File: src/rtl/ysyx_22040895_wbu.sv
// Writeback unit: retires one instruction at a time into the integer register file,
// lane-selects and extends load data, and emits a per-instruction commit pulse.
module ysyx_22040895_wbu #(
    parameter int XLEN    = 64,
    parameter int RADDR_W = 5,
    parameter int PC_W    = 64
) (
    input  logic               clk,
    input  logic               rst,
    input  logic               in_valid,
    output logic               in_ready,
    input  logic [PC_W-1:0]    in_pc,
    input  logic [RADDR_W-1:0] in_rd,
    input  logic               in_rd_wen,
    input  logic [XLEN-1:0]    in_alu_res,
    input  logic               in_is_load,
    input  logic [1:0]         in_ld_size,
    input  logic               in_ld_unsigned,
    input  logic [2:0]         in_addr_lo,
    input  logic               mem_rvalid,
    input  logic [XLEN-1:0]    mem_rdata,
    output logic               we_o,
    output logic [RADDR_W-1:0] waddr_o,
    output logic [XLEN-1:0]    wdata_o,
    output logic               pend_valid_o,
    output logic [RADDR_W-1:0] pend_rd_o,
    output logic               commit_valid_o,
    output logic [PC_W-1:0]    commit_pc_o,
    output logic               err_o
);

    typedef enum logic [1:0] {
        IDLE     = 2'd0,
        WAIT_MEM = 2'd1,
        WRITE    = 2'd2
    } state_t;

    state_t             state;
    logic               rd_wen_q;
    logic               err_q;
    logic [PC_W-1:0]    pc_q;
    logic [RADDR_W-1:0] rd_q;
    logic [XLEN-1:0]    result_q;
    logic [1:0]         ld_size_q;
    logic               ld_unsigned_q;
    logic [2:0]         addr_lo_q;

    logic accept;
    logic stray_rvalid;
    logic misalign;
    logic commit;
    logic rd_live;

    function automatic logic is_misaligned(input logic [1:0] size, input logic [2:0] lo);
        logic m;
        case (size)
            2'd0:    m = 1'b0;
            2'd1:    m = lo[0];
            2'd2:    m = |lo[1:0];
            default: m = |lo;
        endcase
        return m;
    endfunction

    // Bytes shifted in above the top of the word read as zero, which is what a
    // misaligned access crossing the 8-byte boundary should see.
    function automatic logic [XLEN-1:0] load_extend(input logic [XLEN-1:0] word,
                                                    input logic [2:0]      lo,
                                                    input logic [1:0]      size,
                                                    input logic            uns);
        logic [XLEN-1:0] sh;
        logic [XLEN-1:0] ext;
        sh = word >> {lo, 3'b000};
        case (size)
            2'd0:    ext = {{(XLEN-8){sh[7] & ~uns}}, sh[7:0]};
            2'd1:    ext = {{(XLEN-16){sh[15] & ~uns}}, sh[15:0]};
            2'd2:    ext = {{(XLEN-32){sh[31] & ~uns}}, sh[31:0]};
            default: ext = sh;
        endcase
        return ext;
    endfunction

    assign in_ready     = (state == IDLE) && !rst;
    assign accept       = in_valid && in_ready;
    assign stray_rvalid = mem_rvalid && (state != WAIT_MEM);
    assign misalign     = accept && in_is_load && is_misaligned(in_ld_size, in_addr_lo);

    always_ff @(posedge clk) begin
        if (rst) begin
            state    <= IDLE;
            rd_wen_q <= 1'b0;
            err_q    <= 1'b0;
        end else begin
            err_q <= err_q | stray_rvalid | misalign;
            case (state)
                IDLE: begin
                    if (accept) begin
                        rd_wen_q <= in_rd_wen;
                        state    <= in_is_load ? WAIT_MEM : WRITE;
                    end
                end
                WAIT_MEM: begin
                    if (mem_rvalid) begin
                        state <= WRITE;
                    end
                end
                WRITE:   state <= IDLE;
                default: state <= IDLE;
            endcase
        end
    end

    // Datapath registers carry no reset; every output they feed is qualified by state.
    always_ff @(posedge clk) begin
        if (accept) begin
            pc_q          <= in_pc;
            rd_q          <= in_rd;
            result_q      <= in_alu_res;
            ld_size_q     <= in_ld_size;
            ld_unsigned_q <= in_ld_unsigned;
            addr_lo_q     <= in_addr_lo;
        end else if (state == WAIT_MEM && mem_rvalid) begin
            result_q <= load_extend(mem_rdata, addr_lo_q, ld_size_q, ld_unsigned_q);
        end
    end

    assign commit  = (state == WRITE) && !rst;
    assign rd_live = rd_wen_q && (rd_q != '0);

    assign commit_valid_o = commit;
    assign commit_pc_o    = commit ? pc_q : '0;
    assign we_o           = commit && rd_live;
    assign waddr_o        = we_o ? rd_q : '0;
    assign wdata_o        = we_o ? result_q : '0;
    assign pend_valid_o   = (state != IDLE) && !rst && rd_live;
    assign pend_rd_o      = pend_valid_o ? rd_q : '0;
    assign err_o          = err_q;

endmodule

File: config.mk
export PLATFORM = sky130hd
export DESIGN_NAME = ysyx_22040895_wbu
export DESIGN_NICKNAME = d
export VERILOG_FILES = /design/src/rtl/ysyx_22040895_wbu.sv
export SDC_FILE = /design/constraint.sdc
export NUM_CORES = 1
export LEC_CHECK = 0
export BUFFER_PORTS_ARGS = -buffer_cell sky130_fd_sc_hd__buf_4
export CELL_PAD_IN_SITES_DETAIL_PLACEMENT = 1
export CELL_PAD_IN_SITES_GLOBAL_PLACEMENT = 2
export CORE_MARGIN = 4
export CORE_UTILIZATION = 29
export DETAILED_ROUTE_END_ITERATION = 7
export MAX_ROUTING_LAYER = met4
export PLACE_DENSITY_LB_ADDON = 0.12
export SLEW_MARGIN = 20
export SYNTH_ARGS = -nofsm -noshare
export SYNTH_HDL_FRONTEND = slang
export SYNTH_SLANG_ARGS = --single-unit
File: constraint.sdc
create_clock -name clk -period 7.4 [get_ports clk]
set_clock_uncertainty 0.1 [all_clocks]
set_input_delay 1.48 -clock clk [delete_from_list [all_inputs] [get_ports clk]]
set_output_delay 1.48 -clock clk [all_outputs]
set_load 0.01 [all_outputs]
Yosys cells after proc, flatten, opt, wreduce, memory -nomap -nowiden

Cells that the tools add are included.

Muxes and demuxes: 12
Shifts and indexed selects: 1
Equality and inequality tests: 9
Reduce and logical (&&, ||, !) cells: 22
Bitwise operators: 6

Operators with widths:

| cell                                                                    | count |
|---|---|
| 64-bit two-way mux                                                      | 4 |
| 64-bit case mux with 3 select lines                                     | 1 |
| 64-bit by 6-bit right shift with 64-bit output                          | 1 |
| 1-bit logical AND                                                       | 11 |
| 5-bit two-way mux                                                       | 2 |
| 2-bit by 1-bit equality test with 1-bit output, second input constant   | 3 |
| 2-bit equality test, second input constant                              | 3 |
| 2-bit logical NOT                                                       | 3 |
| 2-bit two-way mux                                                       | 3 |
| 5-bit nonzero test                                                      | 1 |
| 2-bit inequality test, second input constant                            | 2 |
| 2-bit case mux with 2 select lines                                      | 1 |
| 2-bit AND reduction                                                     | 2 |
| 2-bit nonzero test                                                      | 2 |
| 1-bit bitwise AND                                                       | 3 |
| 1-bit case mux with 3 select lines                                      | 1 |
| 3-bit OR reduction                                                      | 1 |
| 2-bit by 1-bit inequality test with 1-bit output, second input constant | 1 |
| 1-bit OR                                                                | 2 |
| 2-bit OR reduction                                                      | 1 |
| 1-bit logical NOT                                                       | 1 |
| 1-bit inverter                                                          | 1 |

Input port bits: 209
Register bits: 143

Longest topological paths before layout

Depth in word-level cells: 6
Mapped depth: 8
Mapped depth without buffers: 5

Worst setup path after synthesis

No wires, ideal clock.

Path type: in2reg
From: in mem_rvalid
To: reg result_q[0], enable pin
Stages: 2
Path slack: 0.699 ns
Data required time: 6.725 ns
Arrival time: 6.026 ns
Cell sequence: inv_1 o21ai_0

Word-level cells in the longest chain between the ends: 2

Ends and longest elaborated chain:

| item                                | RTL line | text |
|---|---|---|
| start: declaration                  | 20       | `input logic mem_rvalid,` |
| 1-bit logical AND                   | 122      | `end else if (state == WAIT_MEM && mem_rvalid) begin` |
| 2-bit nonzero test (no source line) | --       |  |
| end signal: assignment              | 118      | `result_q <= in_alu_res;` |
| end signal: assignment              | 123      | `result_q <= load_extend(mem_rdata, addr_lo_q, ld_size_q, ld_unsigned_q);` |
| end: declaration                    | 43       | `logic [XLEN-1:0] result_q;` |

No other way between the ends.
A chain may end at the register's enable or synchronous reset.

Worst setup path in the final report

From: in rst
To: out wdata_o[58]

Word-level cells in the longest chain between the ends: 4

Ends and longest elaborated chain:

| item               | RTL line | text |
|---|---|---|
| start: declaration | 9        | `input logic rst,` |
| 1-bit logical NOT  | 127      | `assign commit = (state == WRITE) && !rst;` |
| 1-bit logical AND  | 127      |  |
| 1-bit logical AND  | 132      | `assign we_o = commit && rd_live;` |
| 64-bit two-way mux | 134      | `assign wdata_o = we_o ? result_q : '0;` |
| end: declaration   | 24       | `output logic [XLEN-1:0] wdata_o,` |

No other way between the ends.

==> impl_results.md <==
* Port-buffer cells at approximately 350
* Worst flop-to-flop path startpoint: addr_lo_q[2]$_DFFE_PP_
* Via density at 4.784
* Register share of total power at between 40% and 50%
* Tightest Hold Check Type: flop to flop
* Gates resized, CTS repair at 0
* Core Util, Final at around 42%
* Slowest-stage cell, CP: nor2_4
* P_leak at 0.004868 uW
* Hold path cells at 1
* CP Max Fanout at 41
* Hold-fix buffers, CTS at 0
* Synth warnings at 0
* Routed via count at 6898
* CTS sink cnt at roughly 140
* Core Box Area at 27930 um2
* Final std cells w/o fill at 1442
* Syn nets at 940
* Die Ht at 176.5 um
* Sequential share of the synthesized area at 51.66%
* DP Wirelength at 24600 um
* FP Rows at just over 60
* Switching share of power at 27.87%
* Initial DRC Count at 376
* DR DRC count at 0
* Ports at 352
* Placed Cells at 1410
* Mean post-synth cell area at 11.27 um2
* Pin count of the biggest net entering global routing at about 70
* Wire per inst at 22.22 um
* Max_slew headroom at about a third
* Status: completed
* H-tree depth at 4
* R2R Path End: result_q[37]$_DFFE_PP_
* Data required, critical path at 5820 ps
* Commonest non-fill, non-tap cells in the layout: buf_4, edfxtp_1, and2_1
* Clock tree from TritonCTS: built
* Starting Density at 29.48%
* Post-DRT Antenna Nets at 0
* Clock power frac at 39.5%
* Drt pass-1 iters at 4
* Clock-pin slew on the worst setup and hold paths at 70 ps
* Die Area at 31160 um2
* Root Buffer: clkbuf_16
* Combinational Power Share at ~16%
* Critical Path Start Type: input port
* Primary FF master, synth: edfxtp_1
* GR Overflow Total at 0
* Worst-path cell chain: buf_4 > nor3b_4 > nand2_1 > nor2_4 > buf_4 > and2_1 > buf_4
* Internal power at 1569 uW
* Final period utilization at between 60% and 70%
* RSZ-0062 raised after global routing: false
* Hold endpoint: state[1]$_SDFFE_PP0P_
* Post-synth cell types at 47
* Pwr dens at about 190 nW/um2
* Critical Path AT at 3170 ps
* Die width at ~180 um
* Most common cell after layout, fill and taps aside: buf_4
* Final-report setup violation count at 0
* Total CTS buffers at 17
* Post-layout min period at roughly 4700 ps
* Vias in the first global route at about 7200
* Critical Path Most Common Cell: buf_4
* Nets at 1260
* GRT Util Overall at 20.35%
* ANT cells at 0
* CP max stage delay at 460 ps
* Max clock buf depth at 2
* Clk_lat worst skew at 430 ps
* Setup Buffers After CTS at 0
* Setup slack, reg-to-reg at 4130 ps
* Yosys reg bits at 143
* Least-Margin Pin Slew at 996.4 ps
* Global-route wire length before repair at ~46000 um
* Mapped Area at 8235 um2
* Post-DP Area at 11170 um2
* Max-Cap Viols at 0
* EDFF count, synth at 139
* WL final at 32040 um
* Max Clk Rate at 0.2105 GHz
* Initial antenna violation count at 0
* Syn Inst Count at 731
* Net Sw Power at 606.3 uW
* Layout cells sized above 1 at 44.83%
* Setup TNS Final at 0 ps
* R2R depth at 7
* HP Start: state[1]$_SDFFE_PP0P_
* CP endpoint kind: output pin
* Final Slew Violations at 0
* RePlAce Congestion at 0.8181
* Final hold violations at 0
* Peak supply drop at 0.0001389 V
* Design area at 11740 um2
* Async set-reset flop share out of synthesis at 0%
* Syn-to-layout area delta at 42.49%
* Critical path class: input port to output pin
==> power groups by stage <==
stage | Sequential (uW) | Combinational [uW] | Clock, uW
CTS | 979 | 343 | 881
finish | 978 | 338 | 859
floorplan | 988 | 176 | 0
detailed placement | 997 | 342 | 0
global route | 982 | 370 | 913
global placement | 996 | 337 | 0
==> Yosys cell counts (2+ instances only) <==
| library cell | instances | area [um2] |
|---|---|---|
| nand4_1 | 2 | 12.51 |
| nor3_1 | 4 | 20.02 |
| a31oi_1 | 10 | 62.56 |
| a21oi_1 | 35 | 175.2 |
| mux2_2 | 26 | 292.8 |
| o21ai_0 | 27 | 135.1 |
| mux2_4 | 2 | 30.03 |
| or2_2 | 3 | 18.77 |
| nor2_1 | 67 | 251.5 |
| o221ai_1 | 7 | 61.31 |
| mux4_2 | 13 | 292.8 |
| buf_6 | 3 | 33.78 |
| o22ai_2 | 2 | 25.02 |
| mux2i_1 | 40 | 400.4 |
| nor2b_1 | 9 | 56.30 |
| clkbuf_1 | 30 | 112.6 |
| inv_1 | 5 | 18.77 |
| nand2_1 | 61 | 229.0 |
| buf_2 | 17 | 85.08 |
| nand3_1 | 3 | 15.01 |
| buf_4 | 4 | 30.03 |
| nand2b_1 | 7 | 43.79 |
| and3_1 | 4 | 25.02 |
| and2_1 | 137 | 857.1 |
| a22oi_1 | 2 | 15.01 |
| buf_1 | 5 | 18.77 |
| a31oi_2 | 30 | 375.4 |
| o2bb2ai_1 | 6 | 52.55 |
| dfxtp_1 | 4 | 80.08 |
| a211oi_1 | 4 | 30.03 |
| o211ai_1 | 2 | 15.01 |
| edfxtp_1 | 139 | 4174 |
| o22ai_1 | 6 | 37.54 |
| a21boi_0 | 2 | 15.01 |
==> how the worst max path moves through the flow <==
stage,to,from,cells past startpoint,slack (ps)
after detailed placement,wdata_o[36],rst,7,2610
final,wdata_o[58],rst,7,2650
after CTS,wdata_o[36],rst,7,2600
after global placement,wdata_o[38],rst,7,2660
after global routing,wdata_o[58],rst,7,2460
after floorplan,result_q[0]$_DFFE_PP_,mem_rvalid,2,700
==> routing by layer <==
metal,wire [um],vias up,GRT usage [%]
met4,409,0,4.126
met3,2464,22,5.332
met1,13490,3322,24.78
met2,15670,261,34.38
li1,-,3293,-
met5,0,-,-
==> worst max-delay path, delay by kind of cell <==
kind | cells | cell delay, ps
simple gates | 4 | 940
buf+inv | 3 | 700
==> area by class of cell <==
class                      count  area (um2)
clock inverter                15       143.9
inverter                       5       21.27
timing repair buffer         360        2703
sequential                   143        4254
fill                        3129       16200
clock buffer                  17       425.4
multi-input combinational    524        3715
tap                          378       473.0
==> logic make-up after synthesis <==
logic type / after synthesis / synth area share, %
AND/OR/NAND/NOR: 305 / 19.66
buffers and inverters: 64 / 3.631
flip-flops: 143 / 51.66
AO/OA/AOI/OAI: 137 / 12.58
multiplexers: 82 / 12.47
==> flip-flops by register name, summed over array words and instances (netlist names) <==
register / cells
addr_lo_q: 3
state: 2
result_q: 64
rd_wen_q: 1
rd_q: 5
ld_size_q: 2
ld_unsigned_q: 1
err_o: 1
pc_q: 64
==> metrics by stage <==
step / hold slack [ps] / worst slack, ps / power [uW]
after floorplan: 369.8 / 699.4 / 1164
after global placement: 412.1 / 2660 / 1333
after detailed placement: 422.8 / 2612 / 1339
after CTS: 445.5 / 2603 / 2203
after global routing: 471.1 / 2458 / 2265
final: 452.1 / 2650 / 2175
Power figures use the tool's default switching activity.
